--- src/rtl/spi_cmd_ctl.sv ---
// spi_cmd_ctl: decodes SPI command/data bytes into register writes, register
//   read addressing and per-channel LED RAM writes.
// Latency: every strobe and address appears exactly one cycle after its byte.
// Backpressure: none; a byte arrives at most once per cycle and is always consumed.
//
// Ports:
//   clk_i, rst_i            clock, synchronous active-high reset
//   dc_i                    0 = command byte, 1 = data byte
//   spi_cs_n_i              chip select (active low, already synchronised)
//   spi_byte_vld_i/_data_i  received byte strobe and value
//   reg_rd_addr_o           register read address for the SPI transmit byte
//   reg_wr_en_o/_addr_o     register write strobe and address
//   ram_wr_en_o             one-hot per-channel RAM write strobe
//   ram_wr_addr_o/_data_o   shared RAM write address and data
//   cmd_err_o               pulse on unknown command or bad channel index
module spi_cmd_ctl #(
  parameter int CH_NUM    = 8,
  parameter int REG_NUM   = 8,
  parameter int RAM_DEPTH = 1024,
  localparam int REG_AW   = $clog2(REG_NUM),
  localparam int RAM_AW   = $clog2(RAM_DEPTH)
) (
  input  logic              clk_i,
  input  logic              rst_i,
  input  logic              dc_i,
  input  logic              spi_cs_n_i,
  input  logic              spi_byte_vld_i,
  input  logic [7:0]        spi_byte_data_i,
  output logic [REG_AW-1:0] reg_rd_addr_o,
  output logic              reg_wr_en_o,
  output logic [REG_AW-1:0] reg_wr_addr_o,
  output logic [CH_NUM-1:0] ram_wr_en_o,
  output logic [RAM_AW-1:0] ram_wr_addr_o,
  output logic [7:0]        ram_wr_data_o,
  output logic              cmd_err_o
);

  localparam logic [7:0] CMD_CONF_WR = 8'h2A;
  localparam logic [7:0] CMD_INFO_RD = 8'h3A;
  localparam logic [7:0] CMD_CHAN    = 8'h2B;

  // Write pointer carries one extra bit so "all REG_NUM registers written"
  // is distinguishable from pointer 0; once full, further data is dropped.
  localparam logic [REG_AW:0] PTR_FULL = (REG_AW+1)'(REG_NUM);

  typedef enum logic [2:0] {
    IDLE,
    CONF_WR,
    INFO_RD,
    CHAN_SEL,
    CHAN_WR
  } state_t;

  state_t            state_q, state_d;
  logic [REG_AW:0]   wr_ptr_q, wr_ptr_d;
  logic [REG_AW-1:0] rd_addr_d;
  logic [RAM_AW-1:0] ram_addr_q, ram_addr_d;
  logic [7:0]        ch_idx_q, ch_idx_d;
  logic              reg_wr_en_d;
  logic [REG_AW-1:0] reg_wr_addr_d;
  logic [CH_NUM-1:0] ram_wr_en_d;
  logic [RAM_AW-1:0] ram_wr_addr_d;
  logic [7:0]        ram_wr_data_d;
  logic              cmd_err_d;

  always_ff @(posedge clk_i) begin
    if (rst_i) begin
      state_q       <= IDLE;
      wr_ptr_q      <= '0;
      ram_addr_q    <= '0;
      ch_idx_q      <= '0;
      reg_rd_addr_o <= '0;
      reg_wr_en_o   <= 1'b0;
      reg_wr_addr_o <= '0;
      ram_wr_en_o   <= '0;
      ram_wr_addr_o <= '0;
      ram_wr_data_o <= '0;
      cmd_err_o     <= 1'b0;
    end else begin
      state_q       <= state_d;
      wr_ptr_q      <= wr_ptr_d;
      ram_addr_q    <= ram_addr_d;
      ch_idx_q      <= ch_idx_d;
      reg_rd_addr_o <= rd_addr_d;
      reg_wr_en_o   <= reg_wr_en_d;
      reg_wr_addr_o <= reg_wr_addr_d;
      ram_wr_en_o   <= ram_wr_en_d;
      ram_wr_addr_o <= ram_wr_addr_d;
      ram_wr_data_o <= ram_wr_data_d;
      cmd_err_o     <= cmd_err_d;
    end
  end

  always_comb begin
    state_d       = state_q;
    wr_ptr_d      = wr_ptr_q;
    rd_addr_d     = reg_rd_addr_o;
    ram_addr_d    = ram_addr_q;
    ch_idx_d      = ch_idx_q;
    reg_wr_en_d   = 1'b0;
    reg_wr_addr_d = reg_wr_addr_o;
    ram_wr_en_d   = '0;
    ram_wr_addr_d = ram_wr_addr_o;
    ram_wr_data_d = ram_wr_data_o;
    cmd_err_d     = 1'b0;

    if (spi_cs_n_i) begin
      // Deselect aborts the transfer; a byte in this cycle is discarded and
      // pointers keep their values until the next command clears them.
      state_d = IDLE;
    end else if (spi_byte_vld_i) begin
      if (!dc_i) begin
        wr_ptr_d   = '0;
        rd_addr_d  = '0;
        ram_addr_d = '0;
        case (spi_byte_data_i)
          CMD_CONF_WR: state_d = CONF_WR;
          CMD_INFO_RD: state_d = INFO_RD;
          CMD_CHAN:    state_d = CHAN_SEL;
          default: begin
            state_d   = IDLE;
            cmd_err_d = 1'b1;
          end
        endcase
      end else begin
        case (state_q)
          CONF_WR: begin
            if (wr_ptr_q != PTR_FULL) begin
              reg_wr_en_d   = 1'b1;
              reg_wr_addr_d = wr_ptr_q[REG_AW-1:0];
              wr_ptr_d      = wr_ptr_q + (REG_AW+1)'(1);
            end
          end
          INFO_RD: begin
            // REG_NUM is a power of two, so natural overflow wraps to 0.
            rd_addr_d = reg_rd_addr_o + REG_AW'(1);
          end
          CHAN_SEL: begin
            ch_idx_d = spi_byte_data_i;
            if (int'(spi_byte_data_i) < CH_NUM) begin
              state_d = CHAN_WR;
            end else begin
              state_d   = IDLE;
              cmd_err_d = 1'b1;
            end
          end
          CHAN_WR: begin
            for (int i = 0; i < CH_NUM; i++) begin
              ram_wr_en_d[i] = (ch_idx_q == 8'(i));
            end
            ram_wr_addr_d = ram_addr_q;
            ram_wr_data_d = spi_byte_data_i;
            ram_addr_d    = ram_addr_q + RAM_AW'(1);
          end
          default: ;
        endcase
      end
    end
  end

endmodule

--- config.mk ---
export PLATFORM = sky130hd
export DESIGN_NAME = spi_cmd_ctl
export DESIGN_NICKNAME = d
export VERILOG_FILES = /design/src/rtl/spi_cmd_ctl.sv
export SDC_FILE = /design/constraint.sdc
export NUM_CORES = 1
export LEC_CHECK = 0
export BUFFER_PORTS_ARGS = -buffer_cell sky130_fd_sc_hd__buf_2
export CAP_MARGIN = 30
export CORE_ASPECT_RATIO = 1.5
export CORE_MARGIN = 4
export CORE_UTILIZATION = 40
export DETAILED_ROUTE_END_ITERATION = 8
export PLACE_DENSITY = 0.62
export SYNTH_ARGS = -nofsm -noshare
export SYNTH_HDL_FRONTEND = slang
export SYNTH_SLANG_ARGS = --single-unit
export TNS_END_PERCENT = 20
--- constraint.sdc ---
create_clock -name clk_i -period 3.9 [get_ports clk_i]
set_input_delay 0.78 -clock clk_i [delete_from_list [all_inputs] [get_ports clk_i]]
set_output_delay 0.78 -clock clk_i [all_outputs]
set_load 0.01 [all_outputs]
Word level (Yosys, flattened, before mapping)
Cells that the tools add are included.
{"block": "op_classes", "n_addsub": 3, "order_cmp": 1, "eq_ne": 20, "muxes": 16, "n_bitwise": 5, "n_reduce_logical": 13}
{"cell": "8-bit by 3-bit == test with 1-bit output (second input constant)", "n": 4}
{"cell": "8-bit by 6-bit == test with 1-bit output (second input constant)", "n": 3}
{"cell": "10-bit two-way mux", "n": 2}
{"cell": "8-bit by 2-bit == test with 1-bit output (second input constant)", "n": 2}
{"cell": "3-bit two-way mux", "n": 5}
{"cell": "4-bit two-way mux", "n": 3}
{"cell": "4-bit AND reduction", "n": 3}
{"cell": "10-bit by 1-bit adder with 10-bit output (second input constant)", "n": 1}
{"cell": "2-bit by 1-bit inequality test with 1-bit output (second input constant)", "n": 5}
{"cell": "5-bit OR reduction", "n": 2}
{"cell": "8-bit by 1-bit == test with 1-bit output (second input constant)", "n": 1}
{"cell": "8-bit zero test", "n": 1}
{"cell": "8-bit by 4-bit less-than comparator with 1-bit output (second input constant)", "n": 1}
{"cell": "3-bit by 2-bit == test with 1-bit output (second input constant)", "n": 2}
{"cell": "2-bit one-hot mux with 3 select lines", "n": 1}
{"cell": "3-bit AND reduction", "n": 2}
{"cell": "3-bit OR reduction", "n": 2}
{"cell": "1-bit two-way mux", "n": 5}
{"cell": "1-bit NOT", "n": 5}
{"cell": "5-bit AND reduction", "n": 1}
{"cell": "4-bit by 1-bit adder with 4-bit output (second input constant)", "n": 1}
{"cell": "4-bit inequality test (second input constant)", "n": 1}
{"cell": "3-bit by 1-bit adder with 3-bit output (second input constant)", "n": 1}
{"cell": "3-bit by 1-bit == test with 1-bit output (second input constant)", "n": 1}
{"cell": "other kinds (3)", "n": 3}
{"block": "totals", "ff_bits": 59, "in_bits": 13, "out_inout_bits": 34, "word_cells": 69}

Depth between registers and ports, before layout
Gate-level depths: netlist of the first run.
{"block": "depth", "word_depth": 4, "ltp_mapped": 7, "depth_no_buf": 6}

Worst setup path before layout of the first run
Ideal clock, no wire load.
{"block": "synth_path", "kind": "in2reg", "startpoint": "input spi_byte_vld_i", "endpoint": "register ram_wr_en_o[0]", "setup_ns": 0.065, "arrival_time_ns": 2.112, "required_time_ns": 3.835, "path_slack_ns": 1.723, "cell_stages": 6, "n_path_buf": 2, "path_cell_list": "clkbuf_1 nand3b_1 or2_4 buf_6 or4_4 nor2_1"}
{"block": "synth_via", "elab_chain_cells": 2}
{"item": "from (decl)", "line_no": "27", "rtl": "input logic spi_byte_vld_i,"}
{"item": "1-bit NOT (no line)"}
{"item": "5-bit OR reduction (no line)"}
{"item": "to (signal assigned)", "line_no": "87", "rtl": "ram_wr_en_o <= ram_wr_en_d;"}
{"item": "to (decl)", "line_no": "32", "rtl": "output logic [CH_NUM-1:0] ram_wr_en_o,"}
No other way between the ends.
A chain may end at the register's enable or synchronous reset.

Worst setup path after layout of the first run
{"block": "layout_path", "startpoint": "input dc_i", "endpoint": "register ram_wr_en_o[2]"}
{"block": "layout_via", "elab_chain_cells": 2}
{"item": "from (decl)", "line_no": "25", "rtl": "input logic dc_i,"}
{"item": "1-bit NOT (no line)"}
{"item": "5-bit OR reduction (no line)"}
No other way between the ends.

==> results of run 1 <==
-- area by class of cell --
type	count	area (um2)
tap	72	90.09
inverter	9	33.78
clock buffer	11	141.4
multi-input combinational	198	1129
fill	567	2963
timing repair buffer	47	237.7
sequential	59	1181
clock inverter	5	52.55
-- power by group through the flow --
| stage | logic, mW | clock network (mW) | registers (mW) |
|---|---|---|---|
| 5_1_grt | 0.0397 | 0.588 | 0.602 |
| 3_5_place_dp | 0.0359 | 0 | 0.616 |
| 2_1_floorplan | 0.0206 | 0 | 0.616 |
| 3_3_place_gp | 0.0360 | 0 | 0.616 |
| 6_report | 0.0360 | 0.540 | 0.603 |
| 4_1_cts | 0.0361 | 0.556 | 0.603 |
-- cells in the mapped netlist, drive strengths merged (6+ instances only) --
cell	count
clkbuf	12
nor2	28
o21ai	7
inv	9
mux2i	6
nand3	6
dfxtp	59
or4	6
a21oi	32
nand2	48
-- sequential cells by signal, summed over array words and instances (netlist names) --
register and cells:
reg_wr_en_o 1, ram_addr_q 10, ram_wr_addr_o 10, state_q 3, ram_wr_en_o 8, cmd_err_o 1, reg_rd_addr_o 3, wr_ptr_q 4
ch_idx_q 8, ram_wr_data_o 8, reg_wr_addr_o 3
-- final timing paths --
check	endpoint	slack (ps)
setup / recovery	ram_wr_en_o[2]	1790
setup reg to reg	ram_wr_en_o[2]	1930
hold / removal	ram_wr_data_o[4]	450
hold reg to reg	ram_wr_data_o[4]	450
-- routing by layer --
layer,GRT usage,vias up,part of all wire
met4,0.06512,0,0.015
met3,0.04976,6,0.060
met1,0.1831,961,0.42
met2,0.2550,48,0.50
li1,-,1067,-
met5,0,-,0
-- critical path, delay by kind of cell --
| family | cells | cell delay (ps) |
|---|---|---|
| buffers and inverters | 1 | 250 |
| and+or+nand+nor | 4 | 1340 |
-- metrics by stage --
| step | power, mW | hold slack, ps | cells |
|---|---|---|---|
| 3_5_place_dp | 0.6523 | 444.6 | 385 |
| 4_1_cts | 1.195 | 453.3 | 401 |
| 6_report | 1.179 | 450.3 | 401 |
| 5_1_grt | 1.230 | 474.5 | 401 |
| 2_1_floorplan | 0.6371 | 431.9 | 281 |
| 3_3_place_gp | 0.6523 | 440.9 | 385 |
-- cell families (layout without fill, tap and decap cells) --
logic type,count (synthesis),after routing
xor+xnor,6,6
mux,6,6
simple gates,120,120
buf+inv,24,72
fa+ha+maj,4,4
flops,59,59
compound gates,62,62
==> flow_metrics.tcl, run 1 <==
set metrics [dict create \
    area_delta_synth_final_pct 18.96 \
    timing.reg2reg.worst_path_depth 4 \
    synthMuxAreaShare 0.02494 \
    track_usage 0.1541 \
    clockBufferDepth 2 \
    synth_fa_ha_area_frac 0.02078 \
    cts-root-buf "clkbuf_8" \
    htreeDepth 3 \
    syn_area_um2 2409 \
    tightest_slew_ps 785.5 \
    seq_power_share 0.511 \
    num_antenna_cells 0 \
    skew_ps 6.368 \
    start_util 0.4133 \
    crit_path_end_kind "flop" \
    worst_ep_arrival_time_ps 2380 \
    dp_hpwl_um 3790 \
    numCtsBuffers 9 \
    synth_top_area_cell "dfxtp_1" \
    worstPathMaxFanout 21 \
    final.setup.worst_slack_ps 1789 \
    powerDensity_nw_per_um2 411.5 \
    syn_nets 298 \
    die_w_um 71.36 \
    final_common_cell "dfxtp_1" \
    wl_per_cell_um 13.11 \
    fin_crit_sh 0.5413 \
    async_flop_share 0 \
    design.core.area_um2 5828 \
    critPathKind "in2reg" \
    nets 341 \
    crit_slowest_cell "or4b_1" \
    vias_per_cell 5.192 \
    maxCapViolCount 0 \
    cts_resized 0 \
    switching_share 0.2187 \
    yosys_warnings 0 \
    tns_ps 0 \
    synthSimpleGateAreaFrac 0.2447 \
    hold_violations 0 \
    worstHoldPathType "reg2reg" \
    outcome "complete, no violations" \
    rows 34 \
    rsz0062_at_grt "false" \
    post_cts_buffers 0 \
    ys_top_cells_by_area "dfxtp_1, nand2_1, a21oi_1" \
    ys_seq_area_frac 0.4904 \
    synth_compound_area_frac 0.1564 \
    drive_above_1_share 0.1945 \
    cts_tree "built" \
    grt_pass1_vias 1927 \
    p_int_mw 0.9212 \
    cts.clk_slew.worst_paths_ps 70 \
    grt_max_degree 47 \
    worstPathCellList "buf_2 > nand3b_1 > or2_4 > or4b_1 > nor2_1" \
    crit_required_ps 4170 \
    synth_top_family_by_area "simple AND/OR/NAND/NOR gates" \
    ys_seq_elements 59 \
    start_kind "input pin" \
    grt_antenna_before_repair 0 \
    num_io_pins 47 \
    clkPwrFrac 0.458 \
    drc 0 \
    firstDrtPassIters 4 \
    synth_area_per_cell_um2 8.571 \
    vdd_ir_drop_max_mv 0.2621 \
    hold_path_depth 2 \
    die_area_um2 7353 \
    slew_headroom 0.4763 \
    critPathLaunch "dc_i" \
    setup_viol 0 \
    place_area_um2 2671 \
    p_sw_mw 0.2578 \
    first_iter_violations 133 \
    utilization 0.4916 \
    gp_congestion 0.8555 \
    syn_inst 281 \
    fin_area_um2 2865 \
    comb_power_share 0.031 \
    synth_cell_types 39 \
    fmax_mhz 473.7 \
    critPathMaxStageDelay_ps 500 \
    synth_edf_count 0 \
    dp_slack_ps 1466 \
    wirelength_um 5256 \
    period_needed_ps 2111 \
    synthFlopType "dfxtp_1" \
    cts_hold_buf 0 \
    synth_top_cell_area_share 0.4904 \
    port_buffers 46 \
    final_cell_mix "dfxtp_1, nand2_1, buf_2" \
    grt_first_pass_wirelength_um 8935 \
    r2r_start "state_q[0]" \
    fp.dieH_um 103.0 \
    grt.overflow.total 0 \
    leakagePower_nw 1.098 \
    worstHoldStart "ram_wr_data_o[4]" \
    ant_nets 0 \
    clock_latency_ps 330 \
    synth_xor_area_frac 0.02182 \
    slew_viol_final 0 \
    cts.sinks 59 \
    routed-via-count 2082 \
]
Note: power is estimated with default switching activity, not from simulation.
==> run 2: changes to the inputs <==
- PLACE_DENSITY: 0.62 -> 0.64
- clock period: 3.9 -> 1.7 ns (I/O delays scaled with it)
==> run 2 against run 1 <==
First-iteration DRC count shrank 27%; clock power increased to 3.0 times the previous value; clock skew is 0.79 ps higher.
==> flow_metrics.tcl, run 2 (synthesized netlist as in run 1, its figures left out) <==
set metrics [dict create \
    fin_area_um2 3193 \
    nets 372 \
    grt_antenna_before_repair 0 \
    critPathKind "reg2reg" \
    worst_ep_arrival_time_ps 1950 \
    clockBufferDepth 2 \
    num_antenna_cells 0 \
    start_kind "flop" \
    vdd_ir_drop_max_mv 0.5763 \
    grt_max_degree 25 \
    top_regs "ram_addr_q: 10 flops, ram_wr_addr_o: 10 flops" \
    critPathMaxStageDelay_ps 490 \
    cts-root-buf "clkbuf_8" \
    wirelength_um 5683 \
    firstDrtPassIters 4 \
    numCtsBuffers 9 \
    dp_hpwl_um 4155 \
    drive_above_1_share 0.2944 \
    die_w_um 71.36 \
    gp_congestion 0.8568 \
    vias_per_cell 5.081 \
    dp_cells 413 \
    final_common_cell "dfxtp_1" \
    track_usage 0.1658 \
    design.core.area_um2 5828 \
    slew_viol_final 0 \
    crit_required_ps 1980 \
    hold_violations 0 \
    area_delta_synth_final_pct 32.57 \
    skew_ps 7.159 \
    seq_area_um2 1185 \
    rows 34 \
    htreeDepth 3 \
    rrSetupSlack_ps 20 \
    fp.dieH_um 103.0 \
    num_io_pins 47 \
    nFillCells 536 \
    cts.sinks 59 \
    tightest_slew_ps 440.2 \
    crit_slowest_cell "or4b_4" \
    place_area_um2 2884 \
    fin_crit_sh 0.9869 \
    worstPathCellList "or3b_4 > or2_4 > or4b_4 > nor2_1" \
    start_util 0.4133 \
    grt_pass1_vias 2102 \
    fmax_mhz 596.0 \
    wl_per_cell_um 13.16 \
    powerDensity_nw_per_um2 980.6 \
    grt_first_pass_wirelength_um 9459 \
    port_buffers 46 \
    ant_nets 0 \
    first_iter_violations 97 \
    holdWs_ps 267.6 \
    rsz0062_at_grt "true" \
    worstPathMaxFanout 8 \
    die_area_um2 7353 \
    worstHoldPathType "in2reg" \
    routed-via-count 2195 \
    cts_tree "built" \
    finalPower_mw 3.131 \
    drc 0 \
    period_needed_ps 1678 \
    crit_path_end_kind "flop" \
    cts.clk_slew.worst_paths_ps 60 \
    fin_cells 432 \
    maxCapViolCount 0 \
    setup_viol 0 \
    clock_latency_ps 340 \
    grt.overflow.total 0 \
    multi_input_area_um2 1154 \
    leakagePower_nw 1.295 \
    final_cell_mix "dfxtp_1, nand2_1, buf_2" \
    slew_headroom 0.7043 \
    outcome "complete, no violations" \
]
[run 2: cell count changes in the layout (fill, tap and decap cells not counted), moves of 2 or more]
| cell | previous run | this run |
|---|---|---|
| buf_4 | 1 | 32 |
| dfxtp_2 | 0 | 3 |
| clkinv_2 | 3 | 1 |
| bufinv_16 | 1 | 3 |
| dfxtp_1 | 59 | 56 |
| or4b_4 | 0 | 2 |
| clkbuf_8 | 10 | 12 |
| or4b_1 | 2 | 0 |
[run 2: what timing repair did]
| action | 4_1_cts | 5_1_grt |
|---|---|---|
| pin swaps | 2 | 4 |
| setup endpoints to repair | 11 | 11 |
| hold buffers | 0 | 0 |
| gates resized for setup | 2 | 8 |
| hold endpoints to repair | 0 | 0 |
| setup buffers | 3 | 0 |
| gates cloned | 0 | 0 |
[run 2: critical path, delay by kind of cell, from the launching register on]
family,cells,cell delay (ps)
simple gates,4,1300
flops,1,320
[run 2: final timing paths]
check,from,to,cells past startpoint
max,state_q[1],ram_wr_en_o[1],4
min reg2reg,ram_wr_addr_o[2],ram_wr_addr_o[2],2
min,spi_cs_n_i,state_q[1],2
max reg2reg,state_q[1],ram_wr_en_o[1],4
[run 2: per-layer routing]
metal,track usage,part of all wire
met1,0.1746,0.41
met2,0.2925,0.51
met3,0.05659,0.050
met4,0.08249,0.027
met5,0,0
[run 2: layout make-up]
| class | instances | share of cell area |
|---|---|---|
| timing repair buffer | 78 | 0.1473 |
| clock inverter | 4 | 0.02978 |
| multi-input combinational | 198 | 0.3613 |
| tap | 72 | 0.02821 |
| sequential | 59 | 0.3711 |
| clock buffer | 12 | 0.05172 |
| inverter | 9 | 0.01058 |
[run 2: stage by stage]
stage                     setup TNS, ps  worst slack [ps]    util
after global placement           -312.0            -62.24  0.4948
after CTS                             0             7.061  0.5444
final                                 0             22.20  0.5479
after global routing             -221.8            -41.22  0.5479
after floorplan                  -119.7            -42.40       -
after detailed placement         -440.4            -96.50  0.4948
[run 2: power by group]
group / leakage [nW] / switching, mW / internal, mW
Clock: 0.133 / 0.543 / 1.09
Combinational: 0.686 / 0.0691 / 0.0451
Sequential: 0.477 / 0.000114 / 1.38
Total: 1.30 / 0.612 / 2.52
==> run 3: changes to the inputs <==
- CTS_BUF_LIST: not set -> sky130_fd_sc_hd__clkbuf_16
==> run 3 against run 2 <==
Cell area increased by 2.4%; via count grew 0.32%; global-route usage rose by 0.081 points.
==> flow_metrics.tcl, run 3 (synthesized netlist as in run 1, its figures left out) <==
set metrics [dict create \
    outcome "complete, no violations" \
    grt_max_degree 25 \
    design.core.area_um2 5828 \
    ant_nets 0 \
    slew_headroom 0.7066 \
    hold_violations 0 \
    numCtsBuffers 9 \
    nFillCells 516 \
    timing.reg2reg.worst_path_depth 4 \
    maxCapViolCount 0 \
    worstHoldPathType "in2reg" \
    critPathLaunch "state_q[0]" \
    rows 34 \
    htreeDepth 3 \
    cts.clk_slew.worst_paths_ps 50 \
    place_area_um2 2884 \
    port_buffers 46 \
    crit_required_ps 1960 \
    num_antenna_cells 0 \
    cts-root-buf "clkbuf_16" \
    die_w_um 71.36 \
    start_util 0.4133 \
    tns_ps 0 \
    worst_ep_arrival_time_ps 1950 \
    dp_cells 413 \
    final_cell_mix "dfxtp_1, nand2_1, buf_2" \
    num_io_pins 47 \
    switching_share 0.1912 \
    vdd_ir_drop_max_mv 0.6547 \
    slew_viol_final 0 \
    wl_per_cell_um 13.41 \
    rrSetupSlack_ps 10 \
    drc 0 \
    cts.sinks 59 \
    clkPwrFrac 0.573 \
    final.setup.worst_slack_ps 14.53 \
    first_iter_violations 102 \
    nets 372 \
    crit_end "ram_wr_en_o[1]" \
    leakagePower_nw 1.325 \
    r2r_start "state_q[0]" \
    gp_congestion 0.8568 \
    comb_power_share 0.033 \
    area_delta_synth_final_pct 35.79 \
    utilization 0.5612 \
    grt_antenna_before_repair 0 \
    routed-via-count 2202 \
    firstDrtPassIters 4 \
    clockBufferDepth 2 \
    drive_above_1_share 0.2889 \
    dp_hpwl_um 4155 \
    skew_ps 6.838 \
    wirelength_um 5793 \
    timing.rr.end "ram_wr_en_o[1]" \
    fin_cells 432 \
    worstPathMaxFanout 8 \
    period_needed_ps 1685 \
    powerDensity_nw_per_um2 1074 \
    grt_pass1_vias 2113 \
    fp.dieH_um 103.0 \
    fmax_mhz 593.3 \
    critPathKind "reg2reg" \
    dp_slack_ps -96.50 \
    p_sw_mw 0.6715 \
    fin_area_um2 3271 \
    grt_first_pass_wirelength_um 9522 \
    clock_latency_ps 320 \
    cts_tree "built" \
    fin_crit_sh 0.9915 \
    die_area_um2 7353 \
    final_common_cell "dfxtp_1" \
    crit_path_end_kind "flop" \
    rsz0062_at_grt "true" \
    p_int_mw 2.841 \
    grt.overflow.total 0 \
    start_kind "flop" \
    top_regs "ram_addr_q: 10 flops, ram_wr_addr_o: 10 flops" \
    tightest_slew_ps 436.7 \
    track_usage 0.1666 \
    setup_viol 0 \
    seq_power_share 0.394 \
    vias_per_cell 5.097 \
]
-- run 3: cell types whose count changed in the layout (fill, tap and decap cells not counted) --
cell	change
clkinv_1	+3
a2111oi_2	+1
a2111oi_0	-1
clkbuf_8	-12
clkbuf_16	+9
-- run 3: what timing repair did --
action | 4_1_cts | 5_1_grt
pin swaps | 3 | 4
endpoints found under the setup margin | 11 | 10
hold buffers | 0 | 0
gates resized for setup | 2 | 10
buffers inserted | 3 | 0
-- run 3: how the worst min path moves through the flow --
stage	from	to	slack (ps)	cells past startpoint
floorplan	spi_cs_n_i	state_q[0]	410	1
global placement	ram_wr_data_o[1]	ram_wr_data_o[1]	440	2
detailed placement	ram_wr_addr_o[5]	ram_wr_addr_o[5]	440	2
CTS	spi_cs_n_i	state_q[1]	270	2
global route	spi_cs_n_i	state_q[1]	280	2
finish	spi_cs_n_i	state_q[1]	270	2
-- run 3: final cells by class --
class / count / area, um2 / area share
clock buffer: 9 / 225.2 / 0.06886
tap: 72 / 90.09 / 0.02754
clock inverter: 7 / 106.4 / 0.03252
multi-input combinational: 198 / 1160 / 0.3546
inverter: 9 / 33.78 / 0.01033
timing repair buffer: 78 / 470.5 / 0.1438
sequential: 59 / 1185 / 0.3623
-- run 3: power groups by stage --
| stage | clock, mW | sequential (mW) | combinational, mW |
|---|---|---|---|
| global placement | 0 | 1.41 | 0.110 |
| detailed placement | 0 | 1.41 | 0.110 |
| global route | 2.12 | 1.38 | 0.125 |
| CTS | 2.04 | 1.39 | 0.113 |
| floorplan | 0 | 1.41 | 0.0472 |
| finish | 2.01 | 1.39 | 0.115 |
-- run 3: through the flow --
step,hold WS [ps],power [mW]
floorplan,411.0,1.461
global placement,440.5,1.524
detailed placement,444.4,1.524
CTS,268.2,3.537
global route,283.5,3.626
finish,269.7,3.513
-- run 3: per-layer routing --
layer | GRT usage | up-vias | part of all wire
li1 | - | 1129 | -
met1 | 0.1740 | 1003 | 0.40
met2 | 0.2982 | 57 | 0.52
met3 | 0.05073 | 13 | 0.056
met4 | 0.08683 | 0 | 0.025
met5 | 0 | - | 0
-- run 3: critical path, cell delays in order (launching register included) --
cell     delay, ps
dfxtp_2        310
or3b_4         450
or2_4          270
or4b_4         490
nor2_1         100
